$ cat src/rtl/wb_cmd_master.sv
// wb_cmd_master: converts single valid/ready commands into Wishbone classic
// bus cycles and returns one response per command.
//
// Optional feature macro: WB_CMD_MASTER_TIMEOUT_EN
//   defined   -> a 16-bit ack-wait counter ends a BUS cycle after TIMEOUT
//                cycles without ack, returning o_rsp_err=1, o_rsp_data=0.
//   undefined -> BUS waits for ack indefinitely; o_rsp_err is always 0.
//
// Ports
//   i_clk, i_rst_n           clock (rising edge), async active-low reset
//   i_cmd_valid/o_cmd_ready  command handshake; i_cmd_we/adr/data payload
//   o_rsp_valid/i_rsp_ready  response handshake; o_rsp_data, o_rsp_err
//   o_wb_cyc/stb/we/adr/data Wishbone master outputs
//   i_wb_ack, i_wb_data      Wishbone slave response
module wb_cmd_master #(
    parameter int unsigned ADDR_W  = 16,
    parameter int unsigned DATA_W  = 32,
    parameter int unsigned TIMEOUT = 255
) (
    input  logic              i_clk,
    input  logic              i_rst_n,
    input  logic              i_cmd_valid,
    output logic              o_cmd_ready,
    input  logic              i_cmd_we,
    input  logic [ADDR_W-1:0] i_cmd_adr,
    input  logic [DATA_W-1:0] i_cmd_data,
    output logic              o_rsp_valid,
    input  logic              i_rsp_ready,
    output logic [DATA_W-1:0] o_rsp_data,
    output logic              o_rsp_err,
    output logic              o_wb_cyc,
    output logic              o_wb_stb,
    output logic              o_wb_we,
    output logic [ADDR_W-1:0] o_wb_adr,
    output logic [DATA_W-1:0] o_wb_data,
    input  logic              i_wb_ack,
    input  logic [DATA_W-1:0] i_wb_data
);

    // Reject an out-of-range ack-wait limit at elaboration.
    if (TIMEOUT < 1 || TIMEOUT > 65535) begin : g_bad_timeout
        $error("wb_cmd_master: TIMEOUT must be in 1..65535");
    end

    typedef enum logic [1:0] {
        IDLE = 2'd0,
        BUS  = 2'd1,
        RESP = 2'd2
    } state_t;

    state_t            state;
    state_t            state_nx;
    logic              cmd_ready_nx;
    logic              cyc_nx;
    logic              we_nx;
    logic [ADDR_W-1:0] adr_nx;
    logic [DATA_W-1:0] wdata_nx;
    logic              rsp_valid_nx;
    logic [DATA_W-1:0] rsp_data_nx;
    logic              rsp_err_nx;

`ifdef WB_CMD_MASTER_TIMEOUT_EN
    localparam logic [15:0] TMO_LAST = 16'(TIMEOUT - 1);
    logic [15:0] cnt;
    logic [15:0] cnt_nx;
`endif

    // Next-state and next-output logic; every output is a flop fed from here.
    always_comb begin
        state_nx     = state;
        cyc_nx       = o_wb_cyc;
        we_nx        = o_wb_we;
        adr_nx       = o_wb_adr;
        wdata_nx     = o_wb_data;
        rsp_valid_nx = o_rsp_valid;
        rsp_data_nx  = o_rsp_data;
        rsp_err_nx   = o_rsp_err;
`ifdef WB_CMD_MASTER_TIMEOUT_EN
        cnt_nx       = cnt;
`endif
        case (state)
            IDLE: begin
                // o_cmd_ready is low on the first cycle after reset, so gate on it.
                if (i_cmd_valid && o_cmd_ready) begin
                    state_nx = BUS;
                    cyc_nx   = 1'b1;
                    we_nx    = i_cmd_we;
                    adr_nx   = i_cmd_adr;
                    wdata_nx = i_cmd_we ? i_cmd_data : '0;
`ifdef WB_CMD_MASTER_TIMEOUT_EN
                    cnt_nx   = '0;
`endif
                end
            end
            BUS: begin
                // Ack wins over a timeout landing in the same cycle.
                if (i_wb_ack) begin
                    state_nx     = RESP;
                    cyc_nx       = 1'b0;
                    we_nx        = 1'b0;
                    rsp_valid_nx = 1'b1;
                    rsp_data_nx  = o_wb_we ? '0 : i_wb_data;
                    rsp_err_nx   = 1'b0;
                end
`ifdef WB_CMD_MASTER_TIMEOUT_EN
                else if (cnt == TMO_LAST) begin
                    state_nx     = RESP;
                    cyc_nx       = 1'b0;
                    we_nx        = 1'b0;
                    rsp_valid_nx = 1'b1;
                    rsp_data_nx  = '0;
                    rsp_err_nx   = 1'b1;
                end else begin
                    cnt_nx = cnt + 16'd1;
                end
`endif
            end
            RESP: begin
                if (i_rsp_ready) begin
                    state_nx     = IDLE;
                    rsp_valid_nx = 1'b0;
                    rsp_data_nx  = '0;
                    rsp_err_nx   = 1'b0;
                end
            end
            default: begin
                state_nx = IDLE;
            end
        endcase
        cmd_ready_nx = (state_nx == IDLE);
    end

    // State and output registers.
    always_ff @(posedge i_clk or negedge i_rst_n) begin
        if (!i_rst_n) begin
            state       <= IDLE;
            o_cmd_ready <= 1'b0;
            o_wb_cyc    <= 1'b0;
            o_wb_stb    <= 1'b0;
            o_wb_we     <= 1'b0;
            o_wb_adr    <= '0;
            o_wb_data   <= '0;
            o_rsp_valid <= 1'b0;
            o_rsp_data  <= '0;
            o_rsp_err   <= 1'b0;
        end else begin
            state       <= state_nx;
            o_cmd_ready <= cmd_ready_nx;
            o_wb_cyc    <= cyc_nx;
            o_wb_stb    <= cyc_nx;
            o_wb_we     <= we_nx;
            o_wb_adr    <= adr_nx;
            o_wb_data   <= wdata_nx;
            o_rsp_valid <= rsp_valid_nx;
            o_rsp_data  <= rsp_data_nx;
            o_rsp_err   <= rsp_err_nx;
        end
    end

`ifdef WB_CMD_MASTER_TIMEOUT_EN
    // Ack-wait counter.
    always_ff @(posedge i_clk or negedge i_rst_n) begin
        if (!i_rst_n) begin
            cnt <= '0;
        end else begin
            cnt <= cnt_nx;
        end
    end
`endif

endmodule

$ cat config.mk
export PLATFORM = sky130hd
export DESIGN_NAME = wb_cmd_master
export DESIGN_NICKNAME = d
export VERILOG_FILES = /design/src/rtl/wb_cmd_master.sv
export SDC_FILE = /design/constraint.sdc
export NUM_CORES = 1
export LEC_CHECK = 0
export ABC_CLOCK_PERIOD_IN_PS = 1300
export CELL_PAD_IN_SITES_DETAIL_PLACEMENT = 1
export CELL_PAD_IN_SITES_GLOBAL_PLACEMENT = 2
export CORE_MARGIN = 4
export CORE_UTILIZATION = 21
export DETAILED_ROUTE_END_ITERATION = 12
export PLACE_DENSITY = 0.72
export SLEW_MARGIN = 0
export SYNTH_ARGS = -nofsm -noshare
export SYNTH_HDL_FRONTEND = slang
export SYNTH_SLANG_ARGS = --single-unit
$ cat constraint.sdc
create_clock -name i_clk -period 1.3 [get_ports i_clk]
set_input_delay 0.26 -clock i_clk [delete_from_list [all_inputs] [get_ports i_clk]]
set_output_delay 0.26 -clock i_clk [all_outputs]
set_load 0.01 [all_outputs]
# --- Word level (Yosys, flattened, before mapping) ---
# Index checks and enable logic that the tools add are counted.
totals:
  elab_cells: 40
  input_bits: 86
  reg_bits: 87
classes:
  muxes: 18
  n_reduce_logical: 8
  n_eq_ne: 5
ops:
  columns: ["operator", "count"]
  rows:
  - ["32-bit 2-to-1 mux", 4]
  - ["32-bit one-hot mux with 2 select lines", 1]
  - ["1-bit one-hot mux with 2 select lines", 4]
  - ["2-bit 2-to-1 mux", 3]
  - ["2-bit inequality test (second input constant)", 3]
  - ["2-bit one-hot mux with 3 select lines", 1]
  - ["3-bit AND reduction", 2]
  - ["1-bit 2-to-1 mux", 5]
  - ["2-bit logical NOT", 2]
  - ["2-bit nonzero test", 2]
  - ["2-bit by 1-bit equality test with 1-bit output (second input constant)", 1]
  - ["2-bit equality test (second input constant)", 1]
  - ["2-bit AND reduction", 1]
  - ["1-bit logical AND", 1]

# --- Depth between registers and ports, before layout ---
# Gate-level depths: netlist (run 1).
depth:
  depth_word: 4
  depth_mapped: 5
  mapped_depth_nobuf: 3

# --- Worst setup path before layout (run 1) ---
# No wires, ideal clock.
synth_timing:
  path_type: "reg-to-reg"
  startpoint: "register state[0]"
  endpoint: "register o_wb_adr[14]"
  required_ns: 1.175
  t_arrival_ns: 1.214
  n_path_buf: 2
  setup_slack_ns: -0.039
  stages_incl_launch_ff: 5
  path_cell_list: "dfrtp_1 > nand4bb_4 > buf_6 > buf_6 > mux2_4"
synth_between:
  elab_chain_len: 2
synth_lines:
  columns: ["element", "line_no", "rtl"]
  rows:
  - ["start: declaration", "51", "state_t state;"]
  - ["start signal: assignment", "147", "state <= state_nx;"]
  - ["2-bit logical NOT", "81", "case (state)"]
  - ["2-bit AND reduction (no source line)", null, null]
  - ["end signal: assignment", "152", "o_wb_adr <= adr_nx;"]
  - ["end: declaration", "34", "output logic [ADDR_W-1:0] o_wb_adr,"]
# Every way passes these cells.
# A chain may end at the register's enable or synchronous reset.

# --- Final worst setup path (run 1) ---
layout_timing:
  startpoint: "register state[0]"
  endpoint: "register o_rsp_data[20]"
layout_between:
  elab_chain_len: 3
layout_lines:
  columns: ["element", "line_no", "rtl"]
  rows:
  - ["2-bit by 1-bit equality test with 1-bit output or 2-bit equality test (tied branches)", "81", null]
  - ["2-bit inequality test (no source line) or 2-bit nonzero test (tied branches)", null, null]
  - ["3-bit AND reduction (no source line)", null, null]
  - ["end signal: assignment", "155", "o_rsp_data <= rsp_data_nx;"]
  - ["end: declaration", "29", "output logic [DATA_W-1:0] o_rsp_data,"]
# Several ways; a longest one is shown, not always the timed one.

==> reports/metrics.csv, run 1 <==
stage;metric;value;unit
run;max cap viols;0;
grt;first-pass GRT wire length;18100;microns
floorplan;DIE WIDTH;136;microns
setup_path;worst-path fanout max;16;
power;Worst VDD drop;0.677;mV
detailed_routing;DRC Markers;0;
grt;largest net degree at the start of global routing;34;
floorplan;core area;15900;sq um
layout;share of layout cells above drive strength 1;24.0;%
floorplan;Top Ports;172;
logic_synthesis;Post-Syn Nets;373;
layout;FF+latch area;2150;sq um
setup_path;r2r setup slk;-0.04;ns
cts;CTS tree;yes;
power;Leak;2.85;nW
timing;Fin. Hold Viols;0;
layout;Diodes inserted;0;
logic_synthesis;register area share after synthesis;62.9;%
setup_path;Req. time, crit path;1.52;ns
grt;vias in the first global route;3244;
logic_synthesis;Yosys top cell by area;dfrtp_1;
floorplan;FP Rows;46;
detailed_routing;WL/cell;16.6;microns
floorplan;Die Area;18400;sq um
cts;CTS root buf;clkbuf_16;
layout;filler instances;1724;
layout;commonest cells after routing, fill and taps aside;dfrtp_1 (85), clkdlybuf4s50_1 (84), clkdlybuf4s15_1 (64), nand2_1 (56), a22o_1 (19);
place;routability cong.;0.710;
timing;Setup-failing EPs final;51;
cts;worst-skew pair later-pin latency;0.34;ns
setup_path;worst setup path startpoint;state[0];
setup_path;Critical Path Max Stage Delay;0.43;ns
setup_path;launch point of the worst reg-to-reg path;state[0];
timing;Slew Limit Fails;0;
logic_synthesis;main area contributors after synthesis;dfrtp_1 (63%), nand2_1 (7.5%), o21ai_0 (5.1%), mux2_2 (4.9%), a22o_1 (4.9%);
layout;commonest non-fill, non-tap cell in the layout;dfrtp_1;
logic_synthesis;Yosys warning count;0;
logic_synthesis;Yosys top cell area share;62.9;%
worst_hold_path;class of the worst hold path;in2async;
setup_path;Setup CP Type;reg2reg;
detailed_routing;WL final;11600;microns
timing;WHS;0.351;ns
floorplan;die height;136;microns
layout;Layout Cells excl Fill;700;
logic_synthesis;Synth Register Bits;86;
place;hpwl dp;8210;microns
timing;fin crit share;103;%
outcome;status;complete, but fails checks;
setup_path;CP max-delay cell;dfrtp_2;
setup_path;Critical Path End Type;flip-flop;
floorplan;initial cell density of the core;21.4;%
grt;initial antenna violation count;0;
place;Port Buffers;170;
outcome;failing checks;negative setup slack;
setup_path;CP bufs+invs;2;
cts;Clock Path Buffers;2;
cts;clock slew at reported path FFs;0.07;ns
logic_synthesis;Post-Syn Area;3420;sq um
setup_path;Worst Path Arrival;1.57;ns
detailed_routing;initial DRC count;80;
grt;remaining global-route overflow;0;
detailed_routing;Pre-antenna DRT Iters;4;
timing;Fmax;745;MHz
layout;nets;565;
cts;CTS sink cnt;86;
setup_path;capturing point of the worst reg2reg path;o_rsp_data[20];
cts;Num CTS Buffers;9;
setup_path;critical path's top delay family;flip-flops;
setup_path;crit path cell chain;buf_12 -> nor2b_4 -> a21boi_4 -> buf_12 -> a22o_1;
layout;multi-input combinational cell area;1330;sq um
detailed_routing;Routed Antenna Nets;0;
layout;synthesis-to-finish area growth;81.2;%
timing;final worst slack;-0.0427;ns
setup_path;startpoint types;flip-flop;
power;P per Cell Area;2130;nW/um^2
timing;Fin Clk Skew;0.00804;ns
detailed_routing;Via Count;2945;
logic_synthesis;syn_area_per_cell;11.9;sq um
logic_synthesis;Syn Inst Count;287;
setup_path;Critical Path Most Common Cell;buf_12;
timing;min Tclk post-route;1.34;ns
logic_synthesis;Distinct cells, synth;24;
detailed_routing;Via density;4.21;
place;Setup WS pre-CTS;-0.637;ns
place;placed cells;668;
setup_path;R2R cell count;5;
timing;RSZ-0062 raised after global routing;yes;
cts;total number of H-tree levels;3;
grt;GRT Overall Usage;12.6;%
## per-stage QoR
stage | instance area, sq um | util (%) | power (mW) | TNS, ns
after global placement | 5470 | 34.3 | 10.0 | -25.49
after CTS | 5960 | 37.4 | 12.8 | -1.22
final | 6190 | 38.9 | 13.2 | -1.11
after global routing | 6190 | 38.9 | 14.1 | -4.59
after detailed placement | 5470 | 34.3 | 10.2 | -29.62
after floorplan | 3420 | - | 6.86 | -0.0265
## how the worst max path moves through the flow
stage / end / depth (start not counted)
floorplan: o_wb_adr[14] / 4
global placement: o_rsp_data[18] / 4
detailed placement: o_rsp_data[20] / 4
CTS: o_rsp_data[20] / 6
global route: o_rsp_data[11] / 5
finish: o_rsp_data[20] / 5
## metal layers
layer / vias to the layer above / global-route usage, % / share of wire [%]
met5: - / 0 / 0
met4: 0 / 2.91 / 0.83
met3: 7 / 4.98 / 7.9
met2: 105 / 21.8 / 50
met1: 1448 / 14.6 / 41
li1: 1385 / - / -
## logic make-up (layout without fill, tap and decap cells)
logic type / Yosys count / in the layout / synth area share, %
flops: 86 / 86 / 62.9
simple gates: 88 / 88 / 13.2
compound gates: 71 / 72 / 14.0
buf+inv: 25 / 221 / 4.39
mux: 16 / 16 / 5.38
other cells: 1 / 1 / 0.110
## synthesized netlist by cell type (all sizes together)
cell type  number
dfrtp          86
nand2          68
o21ai          35
a22o           19
mux2           16
buf            15
a21o           13
nor4b          13
clkbuf          8
a21oi           2
inv             2
nor2            2
a21boi          1
conb            1
nand2b          1
nand3           1
nand3b          1
nand4bb         1
nor2b           1
o211a           1
## state kept, by name (all words and copies together), names as in the netlist
name / flops
o_wb_data: 32
o_rsp_data: 32
o_rsp_valid: 1
state: 2
o_wb_we: 1
o_cmd_ready: 1
o_wb_stb: 1
o_wb_adr: 16
## timing repair
action,in CTS,in global routing
endpoints found under the setup margin,151,130
cloned,2,4
buffers inserted,8,3
pin swaps,3,32
gates resized for setup,146,104
hold endpoints to repair,19,0
hold buffers,1,0
## layout make-up
| type | count | share of cell area [%] |
|---|---|---|
| repair buffers | 203 | 34.4 |
| multi-input cells | 177 | 21.5 |
| clock buffers | 9 | 3.64 |
| well taps | 216 | 4.36 |
| flip-flops and latches | 86 | 34.8 |
| clock inverters | 7 | 1.27 |
| inverters | 2 | 0.121 |
## power by group
part	leakage [nW]	internal (mW)	switching [mW]	total [mW]
registers	1.10	3.82	0.714	4.54
clock network	0.151	1.51	1.15	2.66
logic	1.60	3.29	2.71	6.00
total	2.85	8.63	4.58	13.2
(Power assumes the default switching activity.)
==> run 2, diff against run 1 <==
--- a/config.mk
+++ b/config.mk
@@ -5,13 +5,13 @@
 export SDC_FILE = /design/constraint.sdc
 export NUM_CORES = 1
 export LEC_CHECK = 0
-export ABC_CLOCK_PERIOD_IN_PS = 1300
+export ABC_CLOCK_PERIOD_IN_PS = 1400
 export CELL_PAD_IN_SITES_DETAIL_PLACEMENT = 1
 export CELL_PAD_IN_SITES_GLOBAL_PLACEMENT = 2
 export CORE_MARGIN = 4
-export CORE_UTILIZATION = 21
+export CORE_UTILIZATION = 24
 export DETAILED_ROUTE_END_ITERATION = 12
-export PLACE_DENSITY = 0.72
+export PLACE_DENSITY = 0.77
 export SLEW_MARGIN = 0
 export SYNTH_ARGS = -nofsm -noshare
 export SYNTH_HDL_FRONTEND = slang
==> constraint.sdc (replaced) <==
create_clock -name i_clk -period 1.4 [get_ports i_clk]
set_input_delay 0.28 -clock i_clk [delete_from_list [all_inputs] [get_ports i_clk]]
set_output_delay 0.28 -clock i_clk [all_outputs]
set_load 0.01 [all_outputs]
==> run 2 against run 1 <==
Net effect: the run still ends with negative setup slack left; clock power grew 6%; largest cell class unchanged; worst hold slack better by 0.085 ns; critical path depth rose by 2; combinational power is 8.5% lower; clock skew fell by 0.00079 ns; first-iteration DRC count rose by 23%; total power shrank 5.7%; non-clock buffer count rose by 3.
==> reports/metrics.csv, run 2 (synthesized netlist as in run 1, its figures left out) <==
stage;metric;value;unit;change
power;cell internal pwr;8.36;mW;-3.1%
place;hpwl dp;8000;microns;-2.6%
detailed_routing;Via Count;2988;;+1.5%
detailed_routing;WL final;11400;microns;-2.0%
power;Leak;3.02;nW;+6.2%
grt;first-pass GRT wire length;17800;microns;-1.8%
layout;commonest cells after routing, fill and taps aside;dfrtp_1 (85), dlygate4sd2_1 (85), clkdlybuf4s50_1 (84), nand2_1 (55), a22o_1 (19);;
setup_path;startpoint types;flip-flop;;
power;P per Cell Area;2030;nW/um^2;-4.7%
detailed_routing;Via density;4.48;;+6.5%
floorplan;Top Ports;172;;unchanged
layout;nets;568;;+0.53%
detailed_routing;initial DRC count;98;;+23%
timing;Fin Setup TNS;-0.151;ns;+0.955 ns
floorplan;FP Rows;43;;-6.5%
place;placed instance area;5420;sq um;-0.94%
place;Port Buffers;170;;unchanged
floorplan;DIE WIDTH;127;microns;-6.1%
floorplan;initial cell density of the core;24.5;%;+3.1 points
timing;final worst slack;-0.0282;ns;+0.0145 ns
cts;CTS root buf;clkbuf_16;;
timing;Fin. Hold Viols;0;;unchanged
power;Net Sw Frac;32.8;%;-1.8 points
power;Logic pwr share;44.1;%;-1.4 points
setup_path;Worst Path Arrival;1.65;ns;+0.08 ns
power;clock power share;22.6;%;+2.4 points
timing;Fin Clk Skew;0.00725;ns;-0.000792 ns
worst_hold_path;class of the worst hold path;in2async;;
setup_path;Critical Path Max Stage Delay;0.40;ns;-0.03 ns
outcome;status;complete, but fails checks;;
layout;Diodes inserted;0;;unchanged
timing;Fmax;700;MHz;-6.0%
floorplan;die height;127;microns;-6.1%
setup_path;worst-path fanout max;6;;-10
layout;largest registers;o_rsp_data x32, o_wb_data x32, o_wb_adr x16;;
setup_path;Req. time, crit path;1.62;ns;+0.10 ns
layout;share of layout cells above drive strength 1;22.2;%;-1.8 points
grt;remaining global-route overflow;0;;unchanged
detailed_routing;WL/cell;17.1;microns;+2.8%
power;switching power total;4.09;mW;-11%
grt;GRT Overall Usage;13.9;%;+1.4 points
setup_path;crit path cell chain;buf_6 -> nand4bb_4 -> buf_6 -> clkbuf_16 -> clkbuf_16 -> nand2_1 -> o21ai_1;;
cts;CTS sink cnt;86;;unchanged
setup_path;Critical Path End Type;flip-flop;;
layout;Design Area, Final;6130;sq um;-1.1%
grt;largest net degree at the start of global routing;34;;unchanged
cts;Num CTS Buffers;9;;unchanged
place;routability cong.;0.757;;+6.6%
power;sequential share of power;33.4;%;-1.0 points
cts;Clock Path Buffers;2;;unchanged
run;max cap viols;0;;unchanged
timing;Slew Limit Fails;0;;unchanged
layout;post-layout util;44.0;%;+5.1 points
detailed_routing;Routed Antenna Nets;0;;unchanged
timing;Setup-failing EPs final;12;;-76%
cts;CTS tree;yes;;
grt;vias in the first global route;3269;;+0.77%
timing;fin crit share;102;%;-1.3 points
timing;RSZ-0062 raised after global routing;yes;;
cts;clock slew at reported path FFs;0.06;ns;about the same
floorplan;Die Area;16200;sq um;-12%
setup_path;CP max-delay cell;dfrtp_1;;
layout;synthesis-to-finish area growth;79.3;%;
cts;worst-skew pair later-pin latency;0.33;ns;about the same
detailed_routing;Pre-antenna DRT Iters;4;;unchanged
outcome;failing checks;negative setup slack;;
grt;initial antenna violation count;0;;unchanged
setup_path;Setup CP Type;reg2reg;;
floorplan;core area;13900;sq um;-13%
timing;min Tclk post-route;1.43;ns;+0.0855 ns
cts;total number of H-tree levels;3;;unchanged
power;Worst VDD drop;0.544;mV;-20%
detailed_routing;DRC Markers;0;;unchanged
[run 2: power groups by stage]
stage | registers (mW) | logic (mW) | clock network, mW
final | 4.15 | 5.49 | 2.81
after global routing | 4.29 | 5.92 | 3.02
after CTS | 4.17 | 5.03 | 2.92
after detailed placement | 4.23 | 5.25 | 0
after global placement | 4.20 | 5.10 | 0
after floorplan | 4.63 | 1.74 | 0
[run 2: layout make-up]
class,count,area (sq um)
Sequential cell,86,2150
Tap cell,180,225
Fill cell,1497,7800
Clock inverter,5,105
Timing Repair Buffer,206,2110
Inverter,2,7.51
Clock buffer,11,253
Multi-Input combinational cell,177,1270
[run 2: timing repair]
| item | in CTS | in global routing |
|---|---|---|
| hold endpoints to repair | 28 | 0 |
| pin swaps | 25 | 2 |
| gates resized for setup | 124 | 44 |
| setup buffers | 3 | 8 |
| setup endpoints to repair | 162 | 82 |
| hold buffers | 1 | 0 |
| cloned | 4 | 3 |
[run 2: critical path: cells and delay by family, from the launching register on]
| family | cells | cell delay [ns] |
|---|---|---|
| buffers and inverters | 4 | 0.60 |
| AND/OR/NAND/NOR | 2 | 0.27 |
| flip-flops | 1 | 0.40 |
| AO/OA/AOI/OAI | 1 | 0.06 |
[run 2: worst paths after layout]
path | from | endpoint | slack (ns) | depth (start not counted)
min in group i_clk | o_wb_data[25] | o_wb_data[25] | 0.47 | 2
min reg2reg | o_wb_data[25] | o_wb_data[25] | 0.47 | 2
min | i_rst_n | o_wb_adr[13] | 0.44 | 2
max reg2reg | state[1] | o_wb_data[3] | -0.03 | 7
max | state[1] | o_wb_data[3] | -0.03 | 7
max in group asynchronous | i_rst_n | o_wb_data[1] | 0.44 | 3
[run 2: per-stage QoR]
stage	hold slack [ns]	total power, mW	setup slack (ns)	std cells
floorplan	-0.0156	6.36	0.0610	287
global placement	0.247	9.30	-0.454	633
detailed placement	0.258	9.48	-0.520	633
CTS	0.451	12.1	-0.0703	657
global route	0.472	13.2	-0.0682	667
finish	0.436	12.5	-0.0282	667
[run 2: routing by layer]
layer	GRT usage, %	wire (microns)	vias to the layer above
met5	0	0	-
met4	5.17	206	0
met3	4.39	827	15
met2	23.0	5630	109
met1	17.1	4740	1484
li1	-	-	1380
==> run 3, diff against run 2 <==
--- a/config.mk
+++ b/config.mk
@@ -8,6 +8,7 @@
 export ABC_CLOCK_PERIOD_IN_PS = 1400
 export CELL_PAD_IN_SITES_DETAIL_PLACEMENT = 1
 export CELL_PAD_IN_SITES_GLOBAL_PLACEMENT = 2
+export CORE_ASPECT_RATIO = 0.8
 export CORE_MARGIN = 4
 export CORE_UTILIZATION = 24
 export DETAILED_ROUTE_END_ITERATION = 12
==> run 3 against run 2 <==
Net effect: the flow still finishes with violations (negative setup slack); non-clock buffer count fell by 4; count of clock-buffer cells in the layout unchanged; first-iteration DRC count up 13%; total power is 4.4% lower; largest cell class unchanged.
==> reports/metrics.csv, run 3 (synthesized netlist as in run 1, its figures left out) <==
stage;metric;value;unit;change
floorplan;DIE WIDTH;141;microns;+11%
grt;GRT Overall Usage;13.8;%;-0.14 points
layout;FF+latch area;2150;sq um;unchanged
layout;largest registers;o_rsp_data x32, o_wb_data x32, o_wb_adr x16;;
timing;Fin Clk Skew;0.00450;ns;-0.00275 ns
layout;commonest cells after routing, fill and taps aside;dfrtp_1 (85), clkdlybuf4s50_1 (84), dlygate4sd2_1 (84), nand2_1 (65), o21ai_0 (28);;
power;Leak;2.98;nW;-1.6%
cts;total number of H-tree levels;3;;unchanged
grt;remaining global-route overflow;0;;unchanged
floorplan;initial cell density of the core;24.9;%;+0.35 points
layout;filler instances;1480;;-1.1%
setup_path;worst-path fanout max;10;;+4
detailed_routing;DRC Markers;0;;unchanged
power;Logic pwr share;44.4;%;+0.3 points
power;clock power share;20.9;%;-1.7 points
setup_path;R2R cell count;5;;-2
layout;Layout Cells excl Fill;662;;-0.75%
floorplan;core area;13700;sq um;-1.4%
setup_path;Worst Path Arrival;1.65;ns;about the same
place;placed cells;631;;-0.32%
timing;final worst slack;-0.0323;ns;-0.00411 ns
detailed_routing;WL final;11100;microns;-2.3%
layout;multi-input combinational cell area;1250;sq um;-2.1%
setup_path;capturing point of the worst reg2reg path;o_wb_adr[12];;
floorplan;FP Rows;38;;-12%
grt;first-pass GRT wire length;17300;microns;-3.0%
power;switching power total;3.92;mW;-4.0%
outcome;status;complete, but fails checks;;
timing;fin crit share;102;%;+0.29 points
place;Port Buffers;170;;unchanged
place;Setup WS pre-CTS;-0.530;ns;-0.00988 ns
timing;min Tclk post-route;1.43;ns;+0.00411 ns
grt;largest net degree at the start of global routing;34;;unchanged
place;hpwl dp;7900;microns;-1.3%
power;sequential share of power;34.7;%;+1.3 points
power;Worst VDD drop;0.947;mV;+74%
setup_path;r2r setup slk;-0.03;ns;about the same
floorplan;Die Area;16200;sq um;about the same
outcome;failing checks;negative setup slack;;
layout;share of layout cells above drive strength 1;17.8;%;-4.3 points
place;routability cong.;0.722;;-4.5%
detailed_routing;Via Count;2905;;-2.8%
detailed_routing;Pre-antenna DRT Iters;4;;unchanged
cts;Num CTS Buffers;9;;unchanged
worst_hold_path;class of the worst hold path;in2async;;
timing;RSZ-0062 raised after global routing;yes;;
detailed_routing;WL/cell;16.8;microns;-1.6%
floorplan;Top Ports;172;;unchanged
detailed_routing;Routed Antenna Nets;0;;unchanged
layout;post-layout util;43.8;%;-0.17 points
run;max cap viols;0;;unchanged
setup_path;launch point of the worst reg-to-reg path;state[1];;
cts;CTS root buf;clkbuf_16;;
layout;synthesis-to-finish area growth;76.1;%;
setup_path;Critical Path End Type;flip-flop;;
timing;Fin. Hold Viols;0;;unchanged
power;P per Cell Area;1980;nW/um^2;-2.7%
setup_path;startpoint types;flip-flop;;
detailed_routing;Via density;4.39;;-2.0%
cts;Clock Path Buffers;2;;unchanged
power;cell internal pwr;7.98;mW;-4.6%
power;Net Sw Frac;33.0;%;+0.15 points
setup_path;Req. time, crit path;1.62;ns;about the same
timing;Fmax;698;MHz;-0.29%
floorplan;die height;115;microns;-9.9%
timing;Setup-failing EPs final;19;;+7
setup_path;Setup CP Type;reg2reg;;
cts;clock slew at reported path FFs;0.06;ns;about the same
layout;Diodes inserted;0;;unchanged
cts;CTS tree;yes;;
layout;nets;564;;-0.70%
timing;Fin Setup TNS;-0.285;ns;-0.135 ns
cts;worst-skew pair later-pin latency;0.34;ns;about the same
layout;commonest non-fill, non-tap cell in the layout;dfrtp_1;;
detailed_routing;initial DRC count;111;;+13%
grt;initial antenna violation count;0;;unchanged
cts;CTS sink cnt;86;;unchanged
grt;vias in the first global route;3183;;-2.6%
timing;Slew Limit Fails;0;;unchanged
run 3: cell count changes in the layout (fill, tap and decap cells not counted), moves of 3 or more:
cell | previous run | this run
nor4b_2 | 7 | 10
nand2_1 | 55 | 65
o21ai_2 | 13 | 3
o21ai_1 | 15 | 4
buf_12 | 9 | 12
nand2_2 | 13 | 1
clkbuf_16 | 12 | 9
o21ai_0 | 7 | 28
buf_6 | 9 | 4
nor4b_1 | 6 | 2
run 3: repair_timing:
item,CTS,global route
pin swaps,13,2
setup buffers,7,3
gates cloned,5,0
hold endpoints to repair,25,0
gates resized for setup,104,27
hold buffers,1,0
endpoints found under the setup margin,147,52
run 3: how the worst max path moves through the flow:
stage               slack, ns  startpoint  cells past startpoint        endpoint
floorplan                0.06    state[0]                      4    o_wb_adr[14]
global placement        -0.47    i_wb_ack                      4  o_rsp_data[16]
detailed placement      -0.53    i_wb_ack                      4  o_rsp_data[22]
CTS                     -0.04    o_wb_stb                      2        o_wb_stb
global route            -0.07    state[1]                      6  o_rsp_data[16]
finish                  -0.03    state[1]                      5    o_wb_adr[12]
run 3: final cells by class:
type	instances	area share, %
Tap cell	180	3.74
Clock inverter	4	1.21
Sequential cell	86	35.8
Timing Repair Buffer	202	34.6
Clock buffer	11	3.87
Multi-Input combinational cell	177	20.7
Inverter	2	0.125
run 3: stage by stage:
stage / hold slack, ns / total power, mW / cell area [sq um]
2_1_floorplan: -0.0156 / 6.36 / 3420
3_3_place_gp: 0.219 / 9.28 / 5400
3_5_place_dp: 0.225 / 9.43 / 5400
4_1_cts: 0.392 / 11.8 / 5850
5_1_grt: 0.448 / 12.7 / 6020
6_report: 0.404 / 11.9 / 6020
run 3: worst max-delay path: stages (launching register included):
cell,delay (ns)
dfrtp_1,0.39
buf_6,0.12
nand4bb_4,0.22
buf_12,0.18
buf_12,0.14
mux2_2,0.27
run 3: routing by layer:
metal	up-vias	share of wire, %	track usage, %
li1	1378	-	-
met2	94	50	23.1
met5	-	0	0
met3	9	5.9	4.78
met4	0	1.1	4.03
met1	1424	43	17.0
run 3: power by group through the flow:
stage | logic (mW) | registers (mW) | clock network [mW]
after CTS | 5.07 | 4.14 | 2.59
after detailed placement | 5.21 | 4.22 | 0
final | 5.28 | 4.14 | 2.49
after floorplan | 1.74 | 4.63 | 0
after global routing | 5.71 | 4.29 | 2.69
after global placement | 5.09 | 4.19 | 0
